## src/rtl/spi_arb_pkg.sv

```systemverilog
// Shared types and default parameters for the SPI request arbiter.
package spi_arb_pkg;

  localparam int NUM_REQ_DEF = 4;
  localparam int TIMEOUT_DEF = 15;

  typedef enum logic [2:0] {
    ST_IDLE      = 3'd0,
    ST_LAUNCH    = 3'd1,
    ST_WAIT_BUSY = 3'd2,
    ST_XFER      = 3'd3,
    ST_DONE      = 3'd4
  } arb_state_e;

endpackage

```

## src/rtl/spi_req_arbiter_rr_pick.sv

```systemverilog
// Combinational round-robin picker: first set request at or after ptr, modulo N.
module rr_pick #(
  parameter int N  = 4,
  parameter int IW = $clog2(N)
) (
  input  logic [N-1:0]  req,
  input  logic [IW-1:0] ptr,
  output logic [N-1:0]  grant,
  output logic [IW-1:0] idx,
  output logic          any
);

  // Scan from ptr upward with wrap; the first hit wins.
  always_comb begin
    int            c;
    logic [IW-1:0] c_idx;
    c     = 0;
    c_idx = '0;
    grant = '0;
    idx   = '0;
    any   = 1'b0;
    for (int k = 0; k < N; k++) begin
      c = int'(ptr) + k;
      if (c >= N) c = c - N;
      c_idx = IW'(c);
      if (!any && req[c_idx]) begin
        any          = 1'b1;
        grant[c_idx] = 1'b1;
        idx          = c_idx;
      end
    end
  end

endmodule

```

## src/rtl/spi_req_arbiter.sv

```systemverilog
// Round-robin arbiter sharing one SPI master between NUM_REQ requesters.
//
// state     | meaning
// ----------+-------------------------------------------------------------
// IDLE      | waiting for a request while the master is idle
// LAUNCH    | start pulse to the master with the owner's byte
// WAIT_BUSY | waiting for the master to raise busy; bounded by TIMEOUT
// XFER      | master busy; unbounded wait for busy to fall
// DONE      | one-cycle response to the owner, cs released, pointer moved
module spi_req_arbiter
  import spi_arb_pkg::*;
#(
  parameter int NUM_REQ = NUM_REQ_DEF,
  parameter int TIMEOUT = TIMEOUT_DEF
) (
  input  logic                 clk,
  input  logic                 rst,
  input  logic [NUM_REQ-1:0]   req_valid,
  input  logic [NUM_REQ*8-1:0] req_data,
  output logic [NUM_REQ-1:0]   req_ready,
  output logic [NUM_REQ-1:0]   rsp_valid,
  output logic [7:0]           rsp_data,
  output logic                 rsp_err,
  output logic [NUM_REQ-1:0]   cs_sel,
  output logic [7:0]           m_tx_data,
  output logic                 m_tx_valid,
  input  logic                 m_busy,
  input  logic [7:0]           m_rx_data
);

  localparam int IW = $clog2(NUM_REQ);
  localparam int CW = $clog2(TIMEOUT + 1);

  arb_state_e          state;
  logic [IW-1:0]       rr_ptr;
  logic [IW-1:0]       owner;
  logic [CW-1:0]       cnt;
  logic [NUM_REQ-1:0]  pick_grant;
  logic [IW-1:0]       pick_idx;
  logic                pick_any;
  logic [7:0]          pick_byte;
  logic [NUM_REQ-1:0]  owner_oh;
  logic                accept;

  rr_pick #(.N(NUM_REQ), .IW(IW)) u_pick (
    .req   (req_valid),
    .ptr   (rr_ptr),
    .grant (pick_grant),
    .idx   (pick_idx),
    .any   (pick_any)
  );

  // A busy master in IDLE masks every grant.
  assign req_ready = (state == ST_IDLE && !m_busy) ? pick_grant : '0;
  assign accept    = (state == ST_IDLE) && !m_busy && pick_any;

  // TX byte of the currently picked requester.
  always_comb begin
    pick_byte = '0;
    for (int i = 0; i < NUM_REQ; i++) begin
      if (pick_grant[i]) pick_byte = req_data[i*8 +: 8];
    end
  end

  // One-hot form of the latched owner for response and chip-select.
  always_comb begin
    owner_oh        = '0;
    owner_oh[owner] = 1'b1;
  end

  // Main sequencer; all interface outputs are registered here.
  always_ff @(posedge clk or posedge rst) begin
    if (rst) begin
      state      <= ST_IDLE;
      rr_ptr     <= '0;
      owner      <= '0;
      cnt        <= '0;
      cs_sel     <= '0;
      m_tx_valid <= 1'b0;
      m_tx_data  <= 8'h00;
      rsp_valid  <= '0;
      rsp_data   <= 8'h00;
      rsp_err    <= 1'b0;
    end else begin
      m_tx_valid <= 1'b0;
      rsp_valid  <= '0;
      rsp_err    <= 1'b0;
      case (state)
        ST_IDLE: begin
          if (accept) begin
            owner      <= pick_idx;
            m_tx_data  <= pick_byte;
            cs_sel     <= pick_grant;
            m_tx_valid <= 1'b1;
            state      <= ST_LAUNCH;
          end
        end
        ST_LAUNCH: begin
          cnt   <= '0;
          state <= ST_WAIT_BUSY;
        end
        ST_WAIT_BUSY: begin
          if (m_busy) begin
            state <= ST_XFER;
          end else begin
            cnt <= cnt + 1'b1;
            // Counter is about to reach TIMEOUT: give up with an error response.
            if (cnt == CW'(TIMEOUT - 1)) begin
              rsp_valid <= owner_oh;
              rsp_data  <= 8'h00;
              rsp_err   <= 1'b1;
              state     <= ST_DONE;
            end
          end
        end
        ST_XFER: begin
          if (!m_busy) begin
            rsp_valid <= owner_oh;
            rsp_data  <= m_rx_data;
            state     <= ST_DONE;
          end
        end
        ST_DONE: begin
          cs_sel <= '0;
          rr_ptr <= (owner == IW'(NUM_REQ - 1)) ? '0 : owner + 1'b1;
          state  <= ST_IDLE;
        end
        default: state <= ST_IDLE;
      endcase
    end
  end

endmodule

```

## config.mk

```make
export PLATFORM = sky130hd
export DESIGN_NAME = spi_req_arbiter
export DESIGN_NICKNAME = d
export VERILOG_FILES = /design/src/rtl/spi_arb_pkg.sv /design/src/rtl/spi_req_arbiter_rr_pick.sv /design/src/rtl/spi_req_arbiter.sv
export SDC_FILE = /design/constraint.sdc
export NUM_CORES = 1
export LEC_CHECK = 0
export CAP_MARGIN = 5
export CORE_UTILIZATION = 46
export CTS_CLUSTER_SIZE = 30
export DETAILED_ROUTE_END_ITERATION = 7
export PLACE_DENSITY = 0.87
export SLEW_MARGIN = 20
export SYNTH_ARGS = -nofsm -noshare
export SYNTH_HDL_FRONTEND = slang
export SYNTH_HIERARCHICAL = 1
export SYNTH_SLANG_ARGS = --single-unit
```

## constraint.sdc

```tcl
create_clock -name clk -period 3.8 [get_ports clk]
set_input_delay 0.57 -clock clk [delete_from_list [all_inputs] [get_ports clk]]
set_output_delay 0.57 -clock clk [all_outputs]
set_load 0.01 [all_outputs]
```

# Yosys cells after proc, flatten, opt, wreduce, memory -nomap -nowiden

Cells that the tools add are included.

Flip-flop bits (word level): 37
Input port bits: 47
Output and inout port bits: 30
Word-level logic and storage cells: 132
ROM bits: 0
Latch bits: 0
Memories kept: 0
RAM bits: 0

Add/subtract/negate cells: 9
Shift operators: 0
Multipliers: 0
Order comparisons: 14
Reductions and logical operators: 23
Multiplexer cells: 62
Equal/unequal tests: 11
Bitwise gates (word level): 3
Div/mod/pow operators: 0

Operators by type and width:

| cell                                                              | count |
|---|---|
| 2-to-1 mux 8 bit                                                  | 7 |
| 2-to-1 mux 4 bit                                                  | 10 |
| case mux 4 bit (2 select lines)                                   | 3 |
| 2-to-1 mux 1 bit                                                  | 18 |
| 2-to-1 mux 2 bit                                                  | 9 |
| case mux 8 bit (2 select lines)                                   | 1 |
| < comparator 2 x 3 -> 1 bit, second input constant                | 5 |
| 2-to-1 mux 3 bit                                                  | 4 |
| bitwise OR 4 bit                                                  | 3 |
| case mux 3 bit (4 select lines)                                   | 1 |
| demux 1 bit (select 2 bit)                                        | 5 |
| greater-or-equal comparator 2 x 1 -> 1 bit, second input constant | 5 |
| logical AND 1 bit                                                 | 10 |
| greater-or-equal comparator 3 bit, second input constant          | 3 |
| binary-select mux 1 bit (select 2 bit)                            | 4 |
| inequality test 2 bit, second input constant                      | 4 |
| subtractor 2 x 1 -> 2 bit, second input constant                  | 4 |
| adder 2 x 2 -> 3 bit, second input constant                       | 2 |
| equality test 3 x 2 -> 1 bit, second input constant               | 2 |
| AND reduction 2 bit                                               | 3 |
| nonzero test 2 bit                                                | 3 |
| adder 4 x 1 -> 4 bit, second input constant                       | 1 |
| equality test 4 bit, second input constant                        | 1 |
| logical NOT 1 bit                                                 | 4 |
| 10 further kinds                                                  | 10 |

# Longest topological paths before layout

Gate-level depths: netlist of the first run.

Word-level depth: 18
Depth in mapped cells: 12
Mapped depth without buffers: 9

# Modules after synthesis

The synthesis of the first run kept the hierarchy.

By module, submodules not included:

| module          | cells an instance | area an instance (µm²) | instances | seq. area each (µm²) |
|---|---|---|---|---|
| spi_req_arbiter | 171               | 1840.5                 | 1         | 925.9 |
| rr_pick         | 45                | 421.7                  | 1         | 0.0 |

# Worst setup path after synthesis of the first run

OpenSTA, ideal clock, no wires.

Kind: register to output
Start point: register rr_ptr[0]
End point: output port req_ready[3]
Arrival: 2509 ps
Path slack: 721 ps
Buffers on the path: 2
Required time: 3230 ps
Cell stages (with the launch flop): 11
Cells stage by stage: dfrtp_1 > buf_6 > inv_1 > ha_1 > mux4_2 > buf_6 > and2b_2 > a22oi_1 > o21ai_0 > inv_1 > nor2_1

Word-level cells in the longest chain between the ends: 15
Elaborated cells between the ends (all ways): 60
Classes of those cells: 7 x add/sub; 12 x order compare; 28 x mux; 3 x bitwise; 10 x reduce/logical

RTL lines:

| what                                                          | RTL line                      | text |
|---|---|---|
| start: declaration                                            | spi_req_arbiter.sv:35         | `logic [IW-1:0] rr_ptr;` |
| start signal: assignment                                      | spi_req_arbiter.sv:125        | `rr_ptr <= (owner == IW'(NUM_REQ - 1)) ? '0 : owner + 1'b1;` |
| branches (longest 13 deep; another with adder 2 x 1 -> 3 bit) | --                            |  |
| 2-to-1 mux 4 bit (*)                                          | spi_req_arbiter_rr_pick.sv:26 | `if (!any && req[c_idx]) begin` |
| net pick_grant[3]                                             | spi_req_arbiter.sv:38         | `logic [NUM_REQ-1:0] pick_grant;` |
| 2-to-1 mux 4 bit (*)                                          | spi_req_arbiter.sv:54         | `assign req_ready = (state == ST_IDLE && !m_busy) ? pick_grant : '0;` |
| end: declaration                                              | spi_req_arbiter.sv:20         | `output logic [NUM_REQ-1:0] req_ready,` |

Mark *: on every way through the listed nets, which the timed path passes. The select of a mux whose other input is x is not followed.

# Worst setup path after layout of the first run

Start point: input port req_valid[2]
End point: output port req_ready[3]

Word-level cells in the longest chain between the ends: 13
Elaborated cells between the ends (all ways): 25
Classes of those cells: 16 x mux; 3 x bitwise; 6 x reduce/logical

RTL lines:

| what                                   | RTL line                      | text |
|---|---|---|
| start: declaration                     | spi_req_arbiter.sv:18         | `input logic [NUM_REQ-1:0] req_valid,` |
| binary-select mux 1 bit (select 2 bit) | spi_req_arbiter_rr_pick.sv:26 |  |
| 2-to-1 mux 1 bit (not written as such) | spi_req_arbiter_rr_pick.sv:26 |  |
| 2-to-1 mux 1 bit                       | spi_req_arbiter_rr_pick.sv:26 |  |
| logical NOT 1 bit                      | spi_req_arbiter_rr_pick.sv:26 |  |
| logical AND 1 bit                      | spi_req_arbiter_rr_pick.sv:26 |  |
| 2-to-1 mux 1 bit                       | spi_req_arbiter_rr_pick.sv:26 |  |
| logical NOT 1 bit                      | spi_req_arbiter_rr_pick.sv:26 |  |
| logical AND 1 bit                      | spi_req_arbiter_rr_pick.sv:26 |  |
| 2-to-1 mux 1 bit                       | spi_req_arbiter_rr_pick.sv:26 |  |
| logical NOT 1 bit                      | spi_req_arbiter_rr_pick.sv:26 |  |
| logical AND 1 bit                      | spi_req_arbiter_rr_pick.sv:26 |  |
| 2-to-1 mux 4 bit (*)                   | spi_req_arbiter_rr_pick.sv:26 |  |
| net pick_grant[3]                      | spi_req_arbiter.sv:38         |  |
| 2-to-1 mux 4 bit (*)                   | spi_req_arbiter.sv:54         |  |

Mark *: on every way through the listed nets, which the timed path passes. The rest lies on a longest branch. The select of a mux whose other input is x is not followed.

==> results of run 1 <==
sequential cells by signal (all words and copies together), names as in the netlist:
signal and cells:
state 3, rsp_valid 4, cnt 4, m_tx_data 8, rsp_data 8, rr_ptr 2
cs_sel 4, m_tx_valid 1, owner 2, rsp_err 1
report_power, final:
part	switching (W)	total [W]	internal, W
registers	0.000149	0.000691	0.000542
logic	0.000671	0.00140	0.000731
clock network	0.000140	0.000287	0.000147
total	0.000960	0.00238	0.00142
worst max-delay path, stage by stage:
cell and delay (ns):
clkdlybuf4s50_1 0.48, mux4_2 0.58, nor4b_4 0.44, a22oi_1 0.12, o21ai_0 0.14, inv_1 0.10, nor2_1 0.12, clkdlybuf4s50_1 0.54
cells in the mapped netlist, types with 7 or more instances:
cell type	number
inv_1	12
clkbuf_1	8
a221oi_1	8
and2_1	9
ha_1	11
dfrtp_1	37
o22ai_1	7
o31ai_1	9
a22oi_1	8
o21ai_0	18
a22o_1	11
nand3_1	7
cell type report:
class,count,share of cell area (%)
multi-input cells,152,37.7
flip-flops and latches,37,28.8
repair buffers,88,26.4
well taps,67,2.61
clock buffers,6,2.57
inverters,13,1.52
clock inverters,2,0.428
worst paths after layout:
kind                                     end  slack [ns]  cells after the start
worst max register to register  m_tx_data[5]        0.82                     10
min in group asynchronous        rsp_data[3]        0.70                      3
worst min-delay path            m_tx_data[6]        0.51                      1
worst max-delay path            req_ready[3]        0.14                      8
worst min register to register  m_tx_data[6]        0.51                      1
max in group asynchronous           state[0]        2.78                      3
metrics by stage:
stage / hold slack [ns] / cells / total power, W
floorplan: 0.505 / 216 / 0.00158
global placement: 0.489 / 355 / 0.00203
detailed placement: 0.492 / 355 / 0.00208
CTS: 0.514 / 363 / 0.00237
global route: 0.527 / 365 / 0.00258
finish: 0.513 / 365 / 0.00238
cells by family after synthesis:
logic type / count (synthesis) / synth area share (%)
adder cells (fa/ha/maj): 11 / 6.08
multiplexers: 11 / 8.02
buffers and inverters: 27 / 5.36
flip-flops: 37 / 40.9
AND/OR/NAND/NOR: 54 / 16.0
AO/OA/AOI/OAI: 76 / 23.6
layout by cell type, fill, tap and decap left out, types with 3 or more instances in the layout:
master	n
dfrtp_1	37
mux2_2	3
o31ai_1	9
nand3_1	7
o22ai_1	7
clkbuf_8	6
a22oi_1	8
ha_1	11
o21ai_0	18
nor3_1	4
buf_4	12
inv_1	12
a21oi_1	5
mux4_2	3
nor2b_1	4
and2_1	9
nand2_1	4
a221oi_1	8
clkdlybuf4s50_1	76
nand2b_1	3
a22o_1	11
nor2_1	5
repair_timing:
action / in CTS / in global routing
buffers inserted: 0 / 2
resized for setup: 0 / 1
endpoints found under the setup margin: 0 / 1
hold buffers: 0 / 0
metal layers:
metal  share of wire (%)  vias to the layer above  track usage [%]
li1                    -                      986                -
met1                  43                      970             28.6
met2                  49                       67             38.1
met3                 7.0                        7             4.72
met4                 1.1                        0             7.19
met5                   0                        -                0
==> impl_metrics.csv, run 1 <==
group,metric,value,unit
run_status,outcome,"finished clean",
routing,vias,2030,
place,dpl_cell_area,0.00311,mm^2
cells_and_area,syn_to_final_growth,42.2,%
routing,vias_per_cell,5.56,
sta,finClkSkew,0.00564,ns
cells_and_area,design_area,0.00322,mm^2
synth,synth-seq-cells,37,
sta,worst_pin_slew,0.541,ns
floorplan,die_w,72.1,um
power,power_leakage,1.36,nW
place,place_hpwl,4200,um
grt,grt_pass1_wl,9210,um
critical_path,cp-end-kind,"output pin",
synth,yosys.area.top_type,"dfrtp_1",
synth,avgSynthCellArea,10.5,um^2
cts,clkSlewWorstSetupHoldPaths,0.08,ns
cts,clk_latency,0.28,ns
routing,wl_per_cell,15.3,um
synth,synthCells,216,
grt,grt_max_degree,38,
cts,cts_root_buffer,"clkbuf_8",
grt,grt_remaining_overflow,0,
critical_path,path_max_fanout,6,
synth,synth.top_cell.area_share,40.9,%
routing,dr.first_iter.drc_count,106,
synth,syn_nets,274,
cts,h-tree-depth,2,
floorplan,fp.dieH,72.1,um
cells_and_area,final_nets,355,
cells_and_area,final_core_util,68.1,%
critical_path,crit_start,"req_valid[2]",
cells_and_area,n_fill_cell,365,
cts,cts_tree,"built",
place,gp_congestion,0.825,
floorplan,row_count,25,
sta,maxSlewHeadroom,64.0,%
cts,clk_path_buf_depth,2,
cts,clock-sinks,37,
routing,ant_nets,0,
synth,synthArstFlopShare,100,%
grt,antenna_found_initial,0,
synth,yosys_warnings,6,
routing,drcViolationCount,0,
floorplan,die_area,0.00520,mm^2
critical_path,start_kind,"input pin",
hold_path,hold_class,"flop to flop",
sta,final.setup.tns,0,ns
place,place_ws,0.138,ns
synth,ys.flop_type,"dfrtp_1",
sta,final.period_utilization,96.3,%
cells_and_area,antennaDiodeCount,0,
cells_and_area,layout.area.seq,926,um^2
sta,hold_viol,0,
sta,fin_ws,0.140,ns
sta,finalMaxSlewViolations,0,
synth,ys_types,51,
sta,setup_violations,0,
cells_and_area,drive_gt1_share,12.4,%
floorplan,ioPinCount,77,
critical_path,crit_type,"input pin to output pin",
cts,numCtsBuffers,5,
sta,fmax,273,MHz
hold_path,holdCritStartpoint,"m_tx_data[6]",
sta,grt_setup_unrepaired,"false",
critical_path,critPathRequiredTime,3.23,ns
floorplan,initial_core_util,47.9,%
synth,ys_top_cells_by_area,"dfrtp_1 41%, ha_1 6.1%, a22o_1 4.3%",
synth,yosysSeqAreaShare,40.9,%
routing,drt_first_pass_iters,4,
critical_path,r2r-start,"rr_ptr[1]",
power,p_per_area,740,mW/mm^2
routing,routed_wl,5580,um
cells_and_area,multi_input_area,0.00121,mm^2
grt,grt_util_all_layers,22.4,%
place,portBuffers,76,
critical_path,arrival,3.09,ns
flow_run,drv_cap,0,
synth,synth_edf_count,0,
sta,fin_crit,3.66,ns
power,vdd_drop_max,0.313,mV
grt,grt_pass1_vias,1967,
floorplan,core,0.00472,mm^2
synth,synthesis.area,0.00226,mm^2
No activity file was read; power rests on OpenSTA's default activity.
==> inputs of run 2 (changes only) <==
--- a/config.mk
+++ b/config.mk
@@ -10,7 +10,7 @@
 export CTS_CLUSTER_SIZE = 30
 export DETAILED_ROUTE_END_ITERATION = 7
 export PLACE_DENSITY = 0.87
-export SLEW_MARGIN = 20
+export SLEW_MARGIN = 25
 export SYNTH_ARGS = -nofsm -noshare
 export SYNTH_HDL_FRONTEND = slang
 export SYNTH_HIERARCHICAL = 1
==> results of run 2 <==
Final layout, timing and power as in run 1 (identical DEF).
==> inputs of run 3 (changes only) <==
--- a/config.mk
+++ b/config.mk
@@ -15,3 +15,4 @@
 export SYNTH_HDL_FRONTEND = slang
 export SYNTH_HIERARCHICAL = 1
 export SYNTH_SLANG_ARGS = --single-unit
+export TNS_END_PERCENT = 10
==> results of run 3 <==
Final layout, timing and power as in run 1 (identical DEF).
==> patch 1 (flow settings as in run 1) <==
Put one more register stage on the output `rsp_err`, with the module's reset. The value now appears one clock later. The other outputs are not delayed to match.
--- a/src/rtl/spi_req_arbiter.sv
+++ b/src/rtl/spi_req_arbiter.sv
@@ -30,6 +30,8 @@
 
   localparam int IW = $clog2(NUM_REQ);
   localparam int CW = $clog2(TIMEOUT + 1);
+
+  logic rsp_err_s0;
 
   arb_state_e          state;
   logic [IW-1:0]       rr_ptr;
@@ -80,11 +82,11 @@
       m_tx_data  <= 8'h00;
       rsp_valid  <= '0;
       rsp_data   <= 8'h00;
-      rsp_err    <= 1'b0;
+      rsp_err_s0 <= 1'b0;
     end else begin
       m_tx_valid <= 1'b0;
       rsp_valid  <= '0;
-      rsp_err    <= 1'b0;
+      rsp_err_s0 <= 1'b0;
       case (state)
         ST_IDLE: begin
           if (accept) begin
@@ -108,7 +110,7 @@
             if (cnt == CW'(TIMEOUT - 1)) begin
               rsp_valid <= owner_oh;
               rsp_data  <= 8'h00;
-              rsp_err   <= 1'b1;
+              rsp_err_s0 <= 1'b1;
               state     <= ST_DONE;
             end
           end
@@ -130,5 +132,13 @@
     end
   end
 
+  always_ff @(posedge clk or posedge rst) begin
+    if (rst) begin
+      rsp_err <= '0;
+    end else begin
+      rsp_err <= rsp_err_s0;
+    end
+  end
+
 endmodule
 
Formal check against the unedited RTL: same outputs for any inputs over 10 cycles, from zero or initial values and one cycle with rst high; that may be too few to reach the edited logic, so the function may still have changed.
==> patch 1 against run 1 <==
- sequential cell count grew 1
- count of clock-buffer cells in the layout shrank 1
- power grew 3.7%
- critical path depth is the same
- clock power grew 16%
- first-iteration DRC count shrank 4.7%
- worst setup slack lost 52 ps
- cell count grew 0.55%
- wire length grew 6.9%
- via count grew 2.7%
- synthesized area grew 1.1%
- cell area grew 1.4%
- worst hold slack lost 160 ps
- largest power group unchanged
==> patch 1: results (changes against run 1) <==
| Metric | Value |
|---|---|
| Status | `completed` |
| Cts bufs inserted | `5 (unchanged)` |
| Crit path DAT | `3140 ps (+50 ps)` |
| Synth Net Count | `275 (+0.36%)` |
| Global-route wire length before repair | `9.19 mm (-0.23%)` |
| Worst Max-Slew Pin Slew | `555 ps (+14.5 ps)` |
| Largest net degree at the start of global routing | `39 (+2.6%)` |
| Worst Reg-to-Reg Cells | `11 (+1)` |
| Leak | `1.38 nW (+1.9%)` |
| Clock skew | `6.39 ps (+0.751 ps)` |
| Vias in the first global route | `2020 (+2.7%)` |
| Ys Warns | `6 (unchanged)` |
| Post-DP HPWL | `4.36 mm (+3.7%)` |
| FF-to-FF Start | `rr_ptr[1]$_DFFE_PP0P_` |
| Clock root cell | `clkbuf_8` |
| Sequential share of the synthesized area | `41.6% (+0.65 points)` |
| Placed Cells | `356 (+0.28%)` |
| Post-route insts no fill | `367 (+0.55%)` |
| Max FO, Critical Path | `7 (+1)` |
| Hold_sp | `rsp_err_s0$_DFF_PP0_` |
| Synth top area cells | `dfrtp_1 42%, ha_1 6.0%, a22o_1 4.2%` |
| Crit path from | `req_valid[2]` |
| Commonest cells in the synthesized netlist | `38 x dfrtp_1, 18 x o21ai_0, 12 x inv_1` |
| Gate Count Post-Synth | `217 (+0.46%)` |
| Worst Hold Endpoint | `rsp_err$_DFF_PP0_` |
| Worst Hold Path Cells | `0 (-1)` |
| Reg2reg setup slack | `680 ps (-140 ps)` |
| Reg-to-reg endpoint | `m_tx_data[3]$_DFFE_PP0P_` |
| VDD IR max | `0.297 mV (-5.3%)` |
| Critical path endpoint | `req_ready[2]` |
| Starting DRC count in detailed routing | `101 (-4.7%)` |
| WL per Instance | `16.3 um (+6.3%)` |
| Count of cell types in the netlist | `51 (unchanged)` |
| Gr usage total | `22.7% (+0.23 points)` |
| H-tree depth | `2 (unchanged)` |
| Clock buffer depth | `2 (unchanged)` |
| Via density per instance | `5.68 (+2.1%)` |
| GPL Wtd Cong | `0.831 (+0.73%)` |
| Net Sw Frac | `40.0% (-0.32 points)` |
| Layout cells sized above 1 | `12.7% (+0.25 points)` |
| Top Registers | `m_tx_data (8), rsp_data (8)` |
patch 1: metal layers:
| metal | part of all wire, % | track usage, % | wire (um) |
|---|---|---|---|
| met4 | 2.0 | 7.84 | 122 |
| met1 | 43 | 27.6 | 2590 |
| met2 | 47 | 38.6 | 2790 |
| met5 | 0 | 0 | 0 |
| met3 | 7.7 | 6.25 | 461 |
patch 1: per-stage QoR:
step	total power [mW]	worst slack (ps)	area, um2	hold WS (ps)
final	2.47	87.9	3260	350
after global routing	2.64	-17.6	3260	378
after CTS	2.44	101	3240	351
after detailed placement	2.10	99.8	3130	335
after global placement	2.04	199	3130	334
after floorplan	1.59	721	2290	331
patch 1: cell type report:
type	instances	area (um2)
Clock buffer	5	68.8
Clock inverter	3	40.0
Sequential cell	38	951
Inverter	13	48.8
Tap cell	67	83.8
Fill cell	368	1490
Multi-Input combinational cell	152	1210
Timing Repair Buffer	89	858
patch 1: logic make-up (layout without fill, tap and decap cells):
family,after synthesis,after routing,share of synthesized area (%)
compound gates,76,76,23.3
fa+ha+maj,11,11,6.02
buf+inv,27,110,5.31
mux,11,11,7.93
simple gates,54,54,15.9
flops,38,38,41.6
patch 1: worst max-delay path, cell delays in order:
cell and delay (ps):
clkdlybuf4s50_1 480, mux4_2 600, nor4b_4 430, buf_4 180, a22oi_1 60, o21ai_0 120, and2_1 160, clkdlybuf4s50_1 520
patch 1: power by group through the flow:
stage | Clock, mW | Sequential, mW | Combinational [mW]
finish | 0.334 | 0.697 | 1.44
CTS | 0.340 | 0.697 | 1.40
detailed placement | 0 | 0.703 | 1.40
global route | 0.360 | 0.719 | 1.56
floorplan | 0 | 0.711 | 0.879
global placement | 0 | 0.695 | 1.34
patch 1: what timing repair did:
item	in CTS	in global routing
gates resized for setup	0	2
endpoints found under the setup margin	0	1
buffers inserted	0	3
==> patch 2 (flow settings as in run 1) <==
Made on the original files. The package constant `NUM_REQ_DEF` goes from 4 to 8.
--- a/src/rtl/spi_arb_pkg.sv
+++ b/src/rtl/spi_arb_pkg.sv
@@ -1,7 +1,7 @@
 // Shared types and default parameters for the SPI request arbiter.
 package spi_arb_pkg;
 
-  localparam int NUM_REQ_DEF = 4;
+  localparam int NUM_REQ_DEF = 8;
   localparam int TIMEOUT_DEF = 15;
 
   typedef enum logic [2:0] {
Interface: changed (5 resized); port bits go from 77 to 125. The function was not compared with the original's and may differ.
==> patch 2 against run 1 <==
- the flow now finishes with violations (negative setup slack)
- cell area grew 90%
- clock skew increased by 1.6 ps
- non-clock buffer count up 127
- synthesized cell count rose by 99%
- critical path depth rose by 5
- worst setup slack lost 730 ps
- wire length is 140% higher
- count of clock-buffer cells in the layout did not move
- maximum frequency is 17% lower
- power grew 140%
- synthesized area up 69%
- sequential cell count up 10
- critical path type is now flop to output pin
- critical endpoint is now req_ready[4]
- largest cell class unchanged
==> patch 2: results (changes against run 1) <==
| Metric | Value |
|---|---|
| Synth Net Count | `523 (+91%)` |
| Worst Reg-to-Reg Cells | `16 (+6)` |
| Worst Hold Path Cells | `2 (+1)` |
| Layout cells sized above 1 | `27.8% (+15 points)` |
| GPL Wtd Cong | `0.907 (+10%)` |
| Crit path DAT | `3820 ps (+730 ps)` |
| Internal power | `3.15 mW (+120%)` |
| WL per Instance | `18.1 um (+18%)` |
| FF-to-FF Start | `rr_ptr[0]$_DFFE_PP0P_` |
| Hold_sp | `m_tx_data[4]$_DFFE_PP0P_` |
| Largest net degree at the start of global routing | `48 (+26%)` |
| Via density per instance | `5.78 (+4.0%)` |
| Synth top area cells | `dfrtp_1 31%, mux2i_1 5.8%, mux4_2 5.3%` |
| IO buf count | `124 (+63%)` |
| Clock skew | `7.25 ps (+1.62 ps)` |
| Starting DRC count in detailed routing | `197 (+86%)` |
| Post-Route Setup TNS | `-8260 ps (-8260 ps)` |
| Global-route wire length before repair | `20.6 mm (+120%)` |
| Comb. pwr | `4.42 mW (+220%)` |
| Status | `finished, violations left` |
| Post-DP HPWL | `9.84 mm (+130%)` |
| Critical path endpoint | `req_ready[4]` |
| Routed WL | `13.2 mm (+140%)` |
| Area after DPL | `5700 um2 (+83%)` |
| Final Worst Setup Slack | `-591 ps (-731 ps)` |
| Nets | `719 (+100%)` |
| Commonest cells in the synthesized netlist | `49 x nand2_1, 47 x dfrtp_1, 38 x a21oi_1` |
| Flop+latch power | `860 uW (+24%)` |
| Max FO, Critical Path | `8 (+2)` |
| Worst Hold Endpoint | `m_tx_data[4]$_DFFE_PP0P_` |
| Syn Area/Cell | `8.88 um2 (-15%)` |
| Placed Cells | `702 (+98%)` |
| Tot Pwr | `5.72 mW (+140%)` |
| Failing checks | `negative setup slack` |
| Grt met1 use | `37.0% (+8.3 points)` |
| Fill cells | `547 (+50%)` |
| Critical path's slowest cell | `or4_4` |
| Setup Viol. Count Final | `16 (+16)` |
| Count of cell types in the netlist | `58 (+14%)` |
| Clock Latency Late Sink | `300 ps (+20 ps)` |
| Met3 GRT Util | `5.12% (+0.40 points)` |
-- patch 2: changes by cell type in the layout (fill, tap and decap cells not counted), sizes merged, moves of 10 or more --
cell and delta:
mux2i +20, buf +87, clkdlybuf4s50 +32, nor2 +21, nand2 +46, a21oi +33
dfrtp +10, nor2b +14, nor3 +14
-- patch 2: worst max-delay path: cells and delay by family (launching register included) --
| family | cells | cell delay, ps |
|---|---|---|
| multiplexers | 3 | 1010 |
| flip-flops | 1 | 410 |
| adder cells (fa/ha/maj) | 1 | 260 |
| buffers and inverters | 4 | 440 |
| AO/OA/AOI/OAI | 1 | 80 |
| AND/OR/NAND/NOR | 4 | 1290 |
-- patch 2: what timing repair did --
action,CTS,global route
buffers inserted,18,10
endpoints found under the hold margin,0,0
pin swaps,21,22
gates resized for setup,63,14
endpoints found under the setup margin,18,23
-- patch 2: area by class of cell --
cell class | count | area [um2] | share of cell area [%]
multi-input combinational | 338 | 2630 | 43.0
clock buffer | 6 | 72.6 | 1.19
timing repair buffer | 215 | 1970 | 32.2
sequential | 47 | 1180 | 19.3
tap | 102 | 128 | 2.09
clock inverter | 2 | 60.1 | 0.983
inverter | 19 | 80.1 | 1.31
-- patch 2: cell families (layout without fill, tap and decap cells) --
kind of cell	after synthesis	in the layout	synth area share (%)
muxes	38	38	13.1
xor gates and xnor gates	4	4	0.918
adders and majority gates	10	10	3.28
buffers and inverters	45	242	5.27
AOI/OAI and AO/OA	132	132	24.2
DFF	47	47	30.8
and+or+nand+nor	154	154	22.3
-- patch 2: stage by stage --
stage	utilization [%]	hold WS, ps
2_1_floorplan	-	490
4_1_cts	76.4	514
3_5_place_dp	72.3	492
3_3_place_gp	72.3	482
5_1_grt	77.5	533
6_report	77.5	516
